## src/rtl/swc_rtu_rsp_queue.sv

```systemverilog
// Per-port RTU response FIFO; FWFT registered head: 1-cycle push-to-valid latency, no bubble on back-to-back acks.
// rtu_ready_o is registered; offers while not ready are lost and flagged on overflow_o. Option: SWC_RTU_RSP_ZERO_MASK_DROP_EN.
module swc_rtu_rsp_queue #(
  parameter int g_num_ports  = 11,
  parameter int g_prio_width = 3,
  parameter int g_depth      = 4
) (
  input  logic                         clk_i,
  input  logic                         rst_n_i,
  input  logic                         rtu_valid_i,
  output logic                         rtu_ready_o,
  input  logic [g_num_ports-1:0]       rtu_dst_port_mask_i,
  input  logic                         rtu_drop_i,
  input  logic [g_prio_width-1:0]      rtu_prio_i,
  output logic                         rsp_valid_o,
  input  logic                         rsp_ack_i,
  output logic [g_num_ports-1:0]       rsp_dst_port_mask_o,
  output logic                         rsp_drop_o,
  output logic [g_prio_width-1:0]      rsp_prio_o,
  output logic [$clog2(g_depth):0]     level_o,
  output logic                         overflow_o
);

  localparam int c_aw = $clog2(g_depth);

  typedef struct packed {
    logic [g_num_ports-1:0]  mask;
    logic                    drop;
    logic [g_prio_width-1:0] prio;
  } entry_t;

  entry_t        r_mem [g_depth];
  entry_t        r_head;
  entry_t        w_wr_entry;
  logic [c_aw:0] r_wr_ptr;
  logic [c_aw:0] r_rd_ptr;
  logic [c_aw:0] w_wr_ptr_nxt;
  logic [c_aw:0] w_rd_ptr_nxt;
  logic [c_aw:0] w_level;
  logic          r_ready;
  logic          r_valid;
  logic          r_overflow;
  logic          w_push;
  logic          w_pop;
  logic          w_load;
  logic          w_full_nxt;

  assign w_push = rtu_valid_i & r_ready;
  assign w_pop  = rsp_ack_i & r_valid;

  assign w_wr_ptr_nxt = r_wr_ptr + {{c_aw{1'b0}}, w_push};
  assign w_rd_ptr_nxt = r_rd_ptr + {{c_aw{1'b0}}, w_pop};
  assign w_level      = r_wr_ptr - r_rd_ptr;

  assign w_full_nxt = (w_wr_ptr_nxt[c_aw-1:0] == w_rd_ptr_nxt[c_aw-1:0]) &&
                      (w_wr_ptr_nxt[c_aw] != w_rd_ptr_nxt[c_aw]);

  // Head reloads from the entry behind it on pop, or fills an empty head slot.
  assign w_load = r_valid ? (w_pop && (w_level >= (c_aw+1)'(2)))
                          : (w_level != '0);

  always_comb begin
    w_wr_entry.mask = rtu_dst_port_mask_i;
    w_wr_entry.drop = rtu_drop_i;
    w_wr_entry.prio = rtu_prio_i;
`ifdef SWC_RTU_RSP_ZERO_MASK_DROP_EN
    if (rtu_dst_port_mask_i == '0) begin
      w_wr_entry.drop = 1'b1;
    end
`endif
  end

  always_ff @(posedge clk_i) begin
    if (w_push) begin
      r_mem[r_wr_ptr[c_aw-1:0]] <= w_wr_entry;
    end
  end

  always_ff @(posedge clk_i or negedge rst_n_i) begin
    if (!rst_n_i) begin
      r_wr_ptr   <= '0;
      r_rd_ptr   <= '0;
      r_ready    <= 1'b0;
      r_valid    <= 1'b0;
      r_overflow <= 1'b0;
      r_head     <= '0;
    end else begin
      r_wr_ptr   <= w_wr_ptr_nxt;
      r_rd_ptr   <= w_rd_ptr_nxt;
      r_ready    <= ~w_full_nxt;
      r_overflow <= rtu_valid_i & ~r_ready;
      r_valid    <= w_load | (r_valid & ~w_pop);
      if (w_load) begin
        r_head <= r_mem[w_rd_ptr_nxt[c_aw-1:0]];
      end
    end
  end

  assign rtu_ready_o         = r_ready;
  assign rsp_valid_o         = r_valid;
  assign rsp_dst_port_mask_o = r_head.mask;
  assign rsp_drop_o          = r_head.drop;
  assign rsp_prio_o          = r_head.prio;
  assign level_o             = w_level;
  assign overflow_o          = r_overflow;

endmodule

```

## config.mk

```make
export PLATFORM = sky130hd
export DESIGN_NAME = swc_rtu_rsp_queue
export DESIGN_NICKNAME = d
export VERILOG_FILES = /design/src/rtl/swc_rtu_rsp_queue.sv
export SDC_FILE = /design/constraint.sdc
export NUM_CORES = 1
export LEC_CHECK = 0
export CORE_AREA = 2 2 77 79
export DETAILED_ROUTE_END_ITERATION = 8
export DIE_AREA = 0 0 79 81
export GPL_TIMING_DRIVEN = 0
export PLACE_DENSITY = 0.94
export SLEW_MARGIN = 15
export SYNTH_ARGS = -nofsm -noshare
export SYNTH_HDL_FRONTEND = slang
export SYNTH_SLANG_ARGS = --single-unit
```

## constraint.sdc

```tcl
create_clock -name clk_i -period 4.4 [get_ports clk_i]
set_input_delay 1.1 -clock clk_i [delete_from_list [all_inputs] [get_ports clk_i]]
set_output_delay 1.1 -clock clk_i [all_outputs]
set_load 0.03 [all_outputs]
```

==> results of run 1 <==
==> cells in the final DEF (no fill, tap or decap), types with 4 or more instances in the layout <==
| cell | netlist | routed |
|---|---|---|
| mux2_4 | 10 | 10 |
| ha_1 | 5 | 5 |
| edfxtp_1 | 60 | 60 |
| xor2_1 | 4 | 4 |
| clkbuf_8 | 0 | 9 |
| mux2_2 | 5 | 5 |
| mux4_2 | 15 | 15 |
| inv_1 | 6 | 6 |
| clkdlybuf4s50_1 | 0 | 38 |
| dfrtp_1 | 24 | 24 |
==> layout make-up <==
class | count | area share, %
flip-flops and latches | 84 | 61.0
multi-input cells | 56 | 19.9
repair buffers | 41 | 10.4
clock buffers | 9 | 3.14
well taps | 75 | 2.38
clock inverters | 7 | 1.94
plain buffers | 5 | 0.731
inverters | 6 | 0.572
==> synth_stat cells <==
master | n | share of area [%]
inv_1 | 6 | 0.70
buf_6 | 1 | 0.35
clkbuf_1 | 2 | 0.23
xnor3_1 | 1 | 0.70
edfxtp_1 | 60 | 56
nor3_1 | 2 | 0.31
mux2_4 | 10 | 4.7
xnor2_1 | 1 | 0.27
dfrtp_1 | 24 | 19
nor2b_1 | 1 | 0.19
mux2_2 | 5 | 1.7
ha_1 | 5 | 1.9
and2_2 | 1 | 0.23
o211ai_1 | 1 | 0.23
xor2_1 | 4 | 1.1
a31oi_1 | 1 | 0.19
buf_2 | 2 | 0.31
mux4_2 | 15 | 10
nand2_1 | 3 | 0.35
a21oi_2 | 1 | 0.27
or3_1 | 1 | 0.19
fa_1 | 1 | 0.62
nor2_1 | 3 | 0.35
==> registers in the layout, summed over array words and instances, names as in the netlist <==
name and cells:
overflow_o 1, r_mem 60, r_rd_ptr 3, r_wr_ptr 3, rsp_drop_o 1, rsp_dst_port_mask_o 11, rsp_prio_o 3, rsp_valid_o 1
rtu_ready_o 1
==> worst max-delay path: cells and delay by family, from the launching register on <==
| kind | cells | cell delay [ns] |
|---|---|---|
| buf+inv | 3 | 0.82 |
| fa+ha+maj | 2 | 0.59 |
| flops | 1 | 0.46 |
| xor+xnor | 1 | 0.26 |
==> cell families (layout without fill, tap and decap cells) <==
family | after synthesis | count (layout) | synth area share, %
DFF | 84 | 84 | 74.6
muxes | 30 | 30 | 16.9
and+or+nand+nor | 11 | 11 | 1.63
buffers and inverters | 11 | 68 | 1.59
adders and majority gates | 6 | 6 | 2.56
xor gates and xnor gates | 6 | 6 | 2.06
AOI/OAI and AO/OA | 3 | 3 | 0.699
==> layer usage <==
layer | wire length (um) | share of wire, % | up-vias | track usage, %
li1 | - | - | 690 | -
met1 | 2260 | 41 | 796 | 24.3
met2 | 2940 | 53 | 41 | 31.2
met3 | 215 | 3.9 | 8 | 5.11
met4 | 98 | 1.8 | 0 | 9.66
met5 | 0 | 0 | - | 0
==> final timing paths <==
kind	start	cells past startpoint	slack, ns	end
min	rtu_ready_o	1	0.45	overflow_o
max	r_wr_ptr[0]	6	0.82	level_o[2]
min in group asynchronous	rst_n_i	1	0.72	rsp_valid_o
min reg2reg	rtu_ready_o	1	0.45	overflow_o
max reg2reg	rsp_valid_o	7	1.61	rsp_dst_port_mask_o[3]
max in group asynchronous	rst_n_i	1	3.32	r_rd_ptr[2]
==> report_power, final <==
group          switching, mW  internal (mW)
logic                  0.750          0.760
registers              0.102           1.08
clock network          0.278          0.265
==> stage by stage <==
step | power (mW) | worst slack, ns | utilization (%) | cell area (um2)
2_1_floorplan | 2.24 | 1.31 | - | 3220
3_3_place_gp | 2.63 | 0.558 | 65.3 | 3710
3_5_place_dp | 2.71 | 0.508 | 66.0 | 3740
4_1_cts | 3.26 | 0.815 | 69.5 | 3940
5_1_grt | 3.39 | 0.723 | 69.4 | 3940
6_report | 3.24 | 0.823 | 69.4 | 3940
==> results.tsv, run 1 <==
metric	value	unit
fp-row-count	28	
synthCells	151	
power_leakage	1.45	nW
fill_cells	349	
cp_common_cell	inv_1	
timing.fmax	0.280	GHz
num_vias	1535	
crit_chain	inv_1, ha_1, fa_1, xnor3_1, inv_1, clkdlybuf4s50_1	
holdBufCountCts	0	
drt_pass1_iterations	4	
numCtsBuffers	9	
grt_pass1_vias	1648	
syn-num-nets	176	
post-route-min-period	3.58	ns
worst_slew_pin_slew	0.865	ns
ys_seq_elements	84	
vdd_drop_max	0.586	mV
max_cap_violations	0	
areaGrowthSynthToFinish	22.3	%
cts-root-buf	clkbuf_8	
crit_required	3.30	ns
finClkSkew	0.0106	ns
grt_first_pass_wirelength	8610	um
stdcell_count	283	
postRouteAntennaNets	0	
status	finished clean	
crit_fanout	5	
dieHeight	81	um
initial_utilization	56.8	%
wl_per_cell	19.5	um
cts_buffer_depth	2	
drt_iter0_drc	101	
syn_area_per_cell	21.3	um2
placed_cells	267	
end_kind	primary output	
io_buffers	39	
yosysUniqueCellTypes	23	
hold_slack	0.453	ns
relSlewSlack	42.3	%
setup_tns	0	ns
finalSetupViolCount	0	
hold_violations	0	
gp_congestion	0.731	
vias_per_cell	5.42	
hold_path.class	flop to flop	
finalCritPeriodShare	81.3	%
diodes	0	
seq_area	0.00240	mm2
path_clk_slew	0.08	ns
drive_gt1_share	27.9	%
drv_slew	0	
path_class	flop to primary output	
overflow	0	
crit_slowest_cell	clkdlybuf4s50_1	
cts_tree	built	
cp_data_arrival_time	2.48	ns
grtUsageTotal	19.2	%
routed_wl	5510	um
die_x	79	um
clkSinkCount	84	
htreeDepth	3	
multi_input_area	783	um2
grt_max_degree	25	
post_cts_resized	0	
antenna_found_initial	0	
ys_seq_area_share	74.6	%
ys_warn_count	0	
p_per_area	822	mW/mm2
post-cts-setup-buffer-count	0	
start_kind	flop	
clk_latency	0.36	ns
core	0.00568	mm2
place_hpwl	3620	um
max_stage_delay	0.66	ns
io_pins	40	
syn-cell-area	0.00322	mm2
drc_errors	0	
fin_nets	228	
die-area	0.00640	mm2
rsz0062_at_grt	no	
Power figures use the tool's default switching activity.
==> run 2, diff against run 1 <==
--- a/config.mk
+++ b/config.mk
@@ -5,11 +5,11 @@
 export SDC_FILE = /design/constraint.sdc
 export NUM_CORES = 1
 export LEC_CHECK = 0
-export CORE_AREA = 2 2 77 79
+export CORE_AREA = 2 2 81 83
 export DETAILED_ROUTE_END_ITERATION = 8
-export DIE_AREA = 0 0 79 81
+export DIE_AREA = 0 0 83 85
 export GPL_TIMING_DRIVEN = 0
-export PLACE_DENSITY = 0.94
+export PLACE_DENSITY = 0.87
 export SLEW_MARGIN = 15
 export SYNTH_ARGS = -nofsm -noshare
 export SYNTH_HDL_FRONTEND = slang
==> constraint.sdc (replaced) <==
create_clock -name clk_i -period 3.5 [get_ports clk_i]
set_input_delay 0.875 -clock clk_i [delete_from_list [all_inputs] [get_ports clk_i]]
set_output_delay 0.875 -clock clk_i [all_outputs]
set_load 0.03 [all_outputs]
==> results.tsv, run 2 (same netlist as run 1, synthesis figures left out) <==
metric	value	unit	change
status	finished clean		
cts_buffer_depth	2		unchanged
finClkSkew	0.00470	ns	-0.00588 ns
busiest_layer	met2		
p_per_area	1040	mW/mm2	+26%
die-area	0.00706	mm2	+10%
finalSetupViolCount	0		unchanged
fp-row-count	29		+3.6%
place_hpwl	3560	um	-1.5%
start_kind	flop		
cp_data_arrival_time	2.45	ns	-0.03 ns
gp_congestion	0.727		-0.52%
num_vias	1517		-1.2%
core	0.00620	mm2	+9.3%
rsz0062_at_grt	no		
drt_iter0_drc	124		+23%
worst_slew_pin_slew	0.891	ns	+0.0258 ns
postRouteAntennaNets	0		unchanged
vias_per_cell	5.32		-1.9%
drv_slew	0		unchanged
crit_fanout	5		unchanged
grt_max_degree	25		unchanged
power_leakage	1.46	nW	+0.80%
relSlewSlack	40.5	%	-1.7 points
fin_nets	228		unchanged
dieHeight	85	um	+4.9%
path_clk_slew	0.08	ns	about the same
numCtsBuffers	9		unchanged
io_buffers	39		unchanged
grt_use_met2	28.3	%	-2.9 points
finalCritPeriodShare	95.0	%	
max_cap_violations	0		unchanged
htreeDepth	3		unchanged
antenna_found_initial	0		unchanged
fill_cells	414		+19%
clkSinkCount	84		unchanged
hold_path.class	flop to flop		
largest_reg_flops	60		unchanged
cts_tree	built		
vdd_drop_max	0.497	mV	-15%
hold_violations	0		unchanged
dpl_cell_area	0.00374	mm2	about the same
crit_required	2.62	ns	-0.68 ns
die_x	83	um	+5.1%
final_util	63.7	%	-5.7 points
cts-root-buf	clkbuf_8		
grt_first_pass_wirelength	8500	um	-1.3%
overflow	0		unchanged
drive_gt1_share	26.4	%	-1.4 points
grt_pass1_vias	1712		+3.9%
path_class	flop to primary output		
fin_area	0.00396	mm2	+0.41%
post-route-min-period	3.32	ns	
initial_utilization	51.9	%	-4.8 points
routed_wl	5150	um	-6.5%
drc_errors	0		unchanged
grtUsageMet3	3.99	%	-1.1 points
final_common_cell	edfxtp_1		
timing.fmax	0.301	GHz	
wl_per_cell	18.1	um	-7.2%
io_pins	40		unchanged
post_cts_resized	0		unchanged
clk_latency	0.34	ns	-0.02 ns
grtUsageTotal	16.3	%	-2.9 points
grt_util_met1	18.8	%	-5.5 points
post-cts-setup-buffer-count	0		unchanged
areaGrowthSynthToFinish	22.8	%	
end_kind	primary output		
layout_common_cells	edfxtp_1, clkdlybuf4s50_1, dfrtp_1		
holdBufCountCts	0		unchanged
drt_pass1_iterations	4		unchanged
diodes	0		unchanged
## run 2: report_power, final
part           leakage, nW  switching (mW)  total (mW)  internal [mW]
Sequential           0.828           0.122        1.48           1.36
Clock                0.108           0.312       0.733          0.421
Combinational        0.527           0.940        1.89          0.954
## run 2: cell type report
cell class | instances | area (um2) | area share [%]
Inverter | 6 | 22.5 | 0.569
Tap cell | 77 | 96.3 | 2.44
Buffer | 5 | 28.8 | 0.728
Sequential cell | 84 | 2400 | 60.7
Clock buffer | 12 | 145 | 3.67
Multi-Input combinational cell | 56 | 783 | 19.8
Timing Repair Buffer | 41 | 404 | 10.2
Clock inverter | 4 | 72.6 | 1.83
## run 2: metrics by stage
step	std cells	setup TNS [ns]	setup WS (ns)	hold WS [ns]	power, mW
5_1_grt	285	0	0.0341	0.493	4.33
3_3_place_gp	267	-4.25	-0.155	0.443	3.32
6_report	285	0	0.175	0.467	4.11
4_1_cts	285	0	0.151	0.471	4.15
2_1_floorplan	151	0	0.635	0.475	2.82
3_5_place_dp	269	-1.77	-0.213	0.453	3.42
## run 2: routing by layer
metal,vias to the layer above,routed length [um]
met3,11,190
met4,0,98
met5,-,0
met1,778,2120
li1,688,-
met2,40,2740
## run 2: final timing paths
path | from | end | slack, ns | cells after the start
min reg2reg | rtu_ready_o | overflow_o | 0.47 | 1
max in group asynchronous | rst_n_i | rsp_dst_port_mask_o[9] | 2.61 | 1
min in group asynchronous | rst_n_i | overflow_o | 0.52 | 1
max | r_wr_ptr[0] | level_o[2] | 0.18 | 6
max reg2reg | rsp_valid_o | rsp_dst_port_mask_o[1] | 0.68 | 7
min | rtu_ready_o | overflow_o | 0.47 | 1
## run 2: worst max-delay path: stages, from the launching register on
cell             delay (ns)
dfrtp_1                0.46
inv_1                  0.07
ha_1                   0.21
fa_1                   0.37
xnor3_1                0.25
inv_1                  0.08
clkdlybuf4s50_1        0.67
==> run 3, diff against run 2 <==
--- a/config.mk
+++ b/config.mk
@@ -9,6 +9,7 @@
 export DETAILED_ROUTE_END_ITERATION = 8
 export DIE_AREA = 0 0 83 85
 export GPL_TIMING_DRIVEN = 0
+export MAX_ROUTING_LAYER = met4
 export PLACE_DENSITY = 0.87
 export SLEW_MARGIN = 15
 export SYNTH_ARGS = -nofsm -noshare
==> results.tsv, run 3 (same netlist as run 1, synthesis figures left out) <==
metric	value	unit	change
path_class	flop to primary output		
die-area	0.00706	mm2	unchanged
crit_required	2.62	ns	about the same
diodes	0		unchanged
fin_area	0.00396	mm2	unchanged
io_pins	40		unchanged
postRouteAntennaNets	0		unchanged
crit_slowest_cell	clkdlybuf4s50_1		
largest_reg_flops	60		unchanged
cts_tree	built		
htreeDepth	3		unchanged
cp.buffers_inverters	3		unchanged
fin_nets	228		unchanged
routed_wl	5150	um	about the same
post-route-min-period	3.33	ns	+0.00118 ns
drv_slew	0		unchanged
max_stage_delay	0.67	ns	about the same
numCtsBuffers	9		unchanged
rsz0062_at_grt	no		
cts-root-buf	clkbuf_8		
hold_violations	0		unchanged
cts_buffer_depth	2		unchanged
p_per_area	1040	mW/mm2	about the same
cp_top_family	buffers and inverters		
drive_gt1_share	26.4	%	unchanged
overflow	0		unchanged
clk_latency	0.34	ns	about the same
grt_first_pass_wirelength	8470	um	-0.32%
status	finished clean		
r2r-start	rsp_valid_o		
areaGrowthSynthToFinish	22.8	%	unchanged
grt_max_degree	25		unchanged
gp_congestion	0.736		+1.2%
core	0.00620	mm2	unchanged
placed_cells	269		unchanged
finalSetupViolCount	0		unchanged
drt_pass1_iterations	4		unchanged
stdcell_count	285		unchanged
power_leakage	1.46	nW	unchanged
holdBufCountCts	0		unchanged
crit_chain	inv_1, ha_1, fa_1, xnor3_1, inv_1, clkdlybuf4s50_1		
drt_iter0_drc	136		+9.7%
cp_common_cell	inv_1		
path_clk_slew	0.08	ns	about the same
hold_path.class	flop to flop		
fp-row-count	29		unchanged
cp_data_arrival_time	2.45	ns	about the same
timing.fmax	0.301	GHz	about the same
crit_fanout	5		unchanged
rrSetupSlack	0.68	ns	about the same
place_hpwl	3560	um	unchanged
worst_slew_pin_slew	0.890	ns	-0.000540 ns
initial_utilization	51.9	%	unchanged
min_from	rtu_ready_o		
layout_common_cells	edfxtp_1, clkdlybuf4s50_1, dfrtp_1		
clkSinkCount	84		unchanged
post_cts_resized	0		unchanged
end_kind	primary output		
wl_per_cell	18.1	um	about the same
holdPathEnd	overflow_o		
finalCritPeriodShare	95.0	%	about the same
rr_worst_depth	7		unchanged
start_kind	flop		
drc_errors	0		unchanged
dpl_cell_area	0.00374	mm2	unchanged
num_vias	1516		-0.066%
dieHeight	85	um	unchanged
grtUsageTotal	16.7	%	+0.45 points
io_buffers	39		unchanged
hold_depth	1		unchanged
vias_per_cell	5.32		about the same
relSlewSlack	40.6	%	about the same
hold_slack	0.467	ns	-0.0000210 ns
grt_pass1_vias	1706		-0.35%
die_x	83	um	unchanged
max_cap_violations	0		unchanged
r2r-end	rsp_dst_port_mask_o[1]		
antenna_found_initial	0		unchanged
vdd_drop_max	0.497	mV	about the same
finClkSkew	0.00456	ns	-0.000143 ns
final_common_cell	edfxtp_1		
post-cts-setup-buffer-count	0		unchanged
-- run 3: cell counts in the layout (fill, tap and decap cells not counted) --
No cell type changed its count.
-- run 3: worst max-delay path by stage --
stage / startpoint / end / slack [ns] / depth (start not counted)
final: r_wr_ptr[0] / level_o[2] / 0.17 / 6
after global routing: rsp_ack_i / rsp_dst_port_mask_o[1] / 0.03 / 8
after CTS: rsp_ack_i / rsp_dst_port_mask_o[1] / 0.15 / 8
after detailed placement: rsp_ack_i / rsp_dst_port_mask_o[1] / -0.21 / 8
after global placement: rsp_ack_i / rsp_prio_o[1] / -0.16 / 8
after floorplan: rsp_ack_i / rsp_drop_o / 0.63 / 7
-- run 3: per-stage QoR --
| step | utilization, % | worst slack (ns) | power (mW) | TNS (ns) |
|---|---|---|---|---|
| final | 63.7 | 0.174 | 4.11 | 0 |
| after global routing | 63.7 | 0.0314 | 4.33 | 0 |
| after CTS | 63.8 | 0.151 | 4.15 | 0 |
| after detailed placement | 60.3 | -0.213 | 3.42 | -1.77 |
| after global placement | 59.8 | -0.155 | 3.32 | -4.25 |
| after floorplan | - | 0.635 | 2.82 | 0 |
-- run 3: per-layer routing --
layer / vias up / routed length [um] / global-route usage (%)
met5: - / 0 / -
met1: 773 / 2120 / 18.8
met3: 12 / 202 / 3.70
met2: 41 / 2740 / 28.3
li1: 690 / - / -
met4: 0 / 97 / 8.79
-- run 3: power by group --
group	switching [mW]	internal (mW)
Sequential	0.122	1.36
Combinational	0.939	0.954
Clock	0.312	0.421
Total	1.37	2.74
-- run 3: cell type report --
type	instances	area [um2]
flip-flops and latches	84	2400
fillers	414	2250
multi-input cells	56	783
repair buffers	41	404
clock buffers	12	145
well taps	77	96.3
clock inverters	4	72.6
plain buffers	5	28.8
inverters	6	22.5
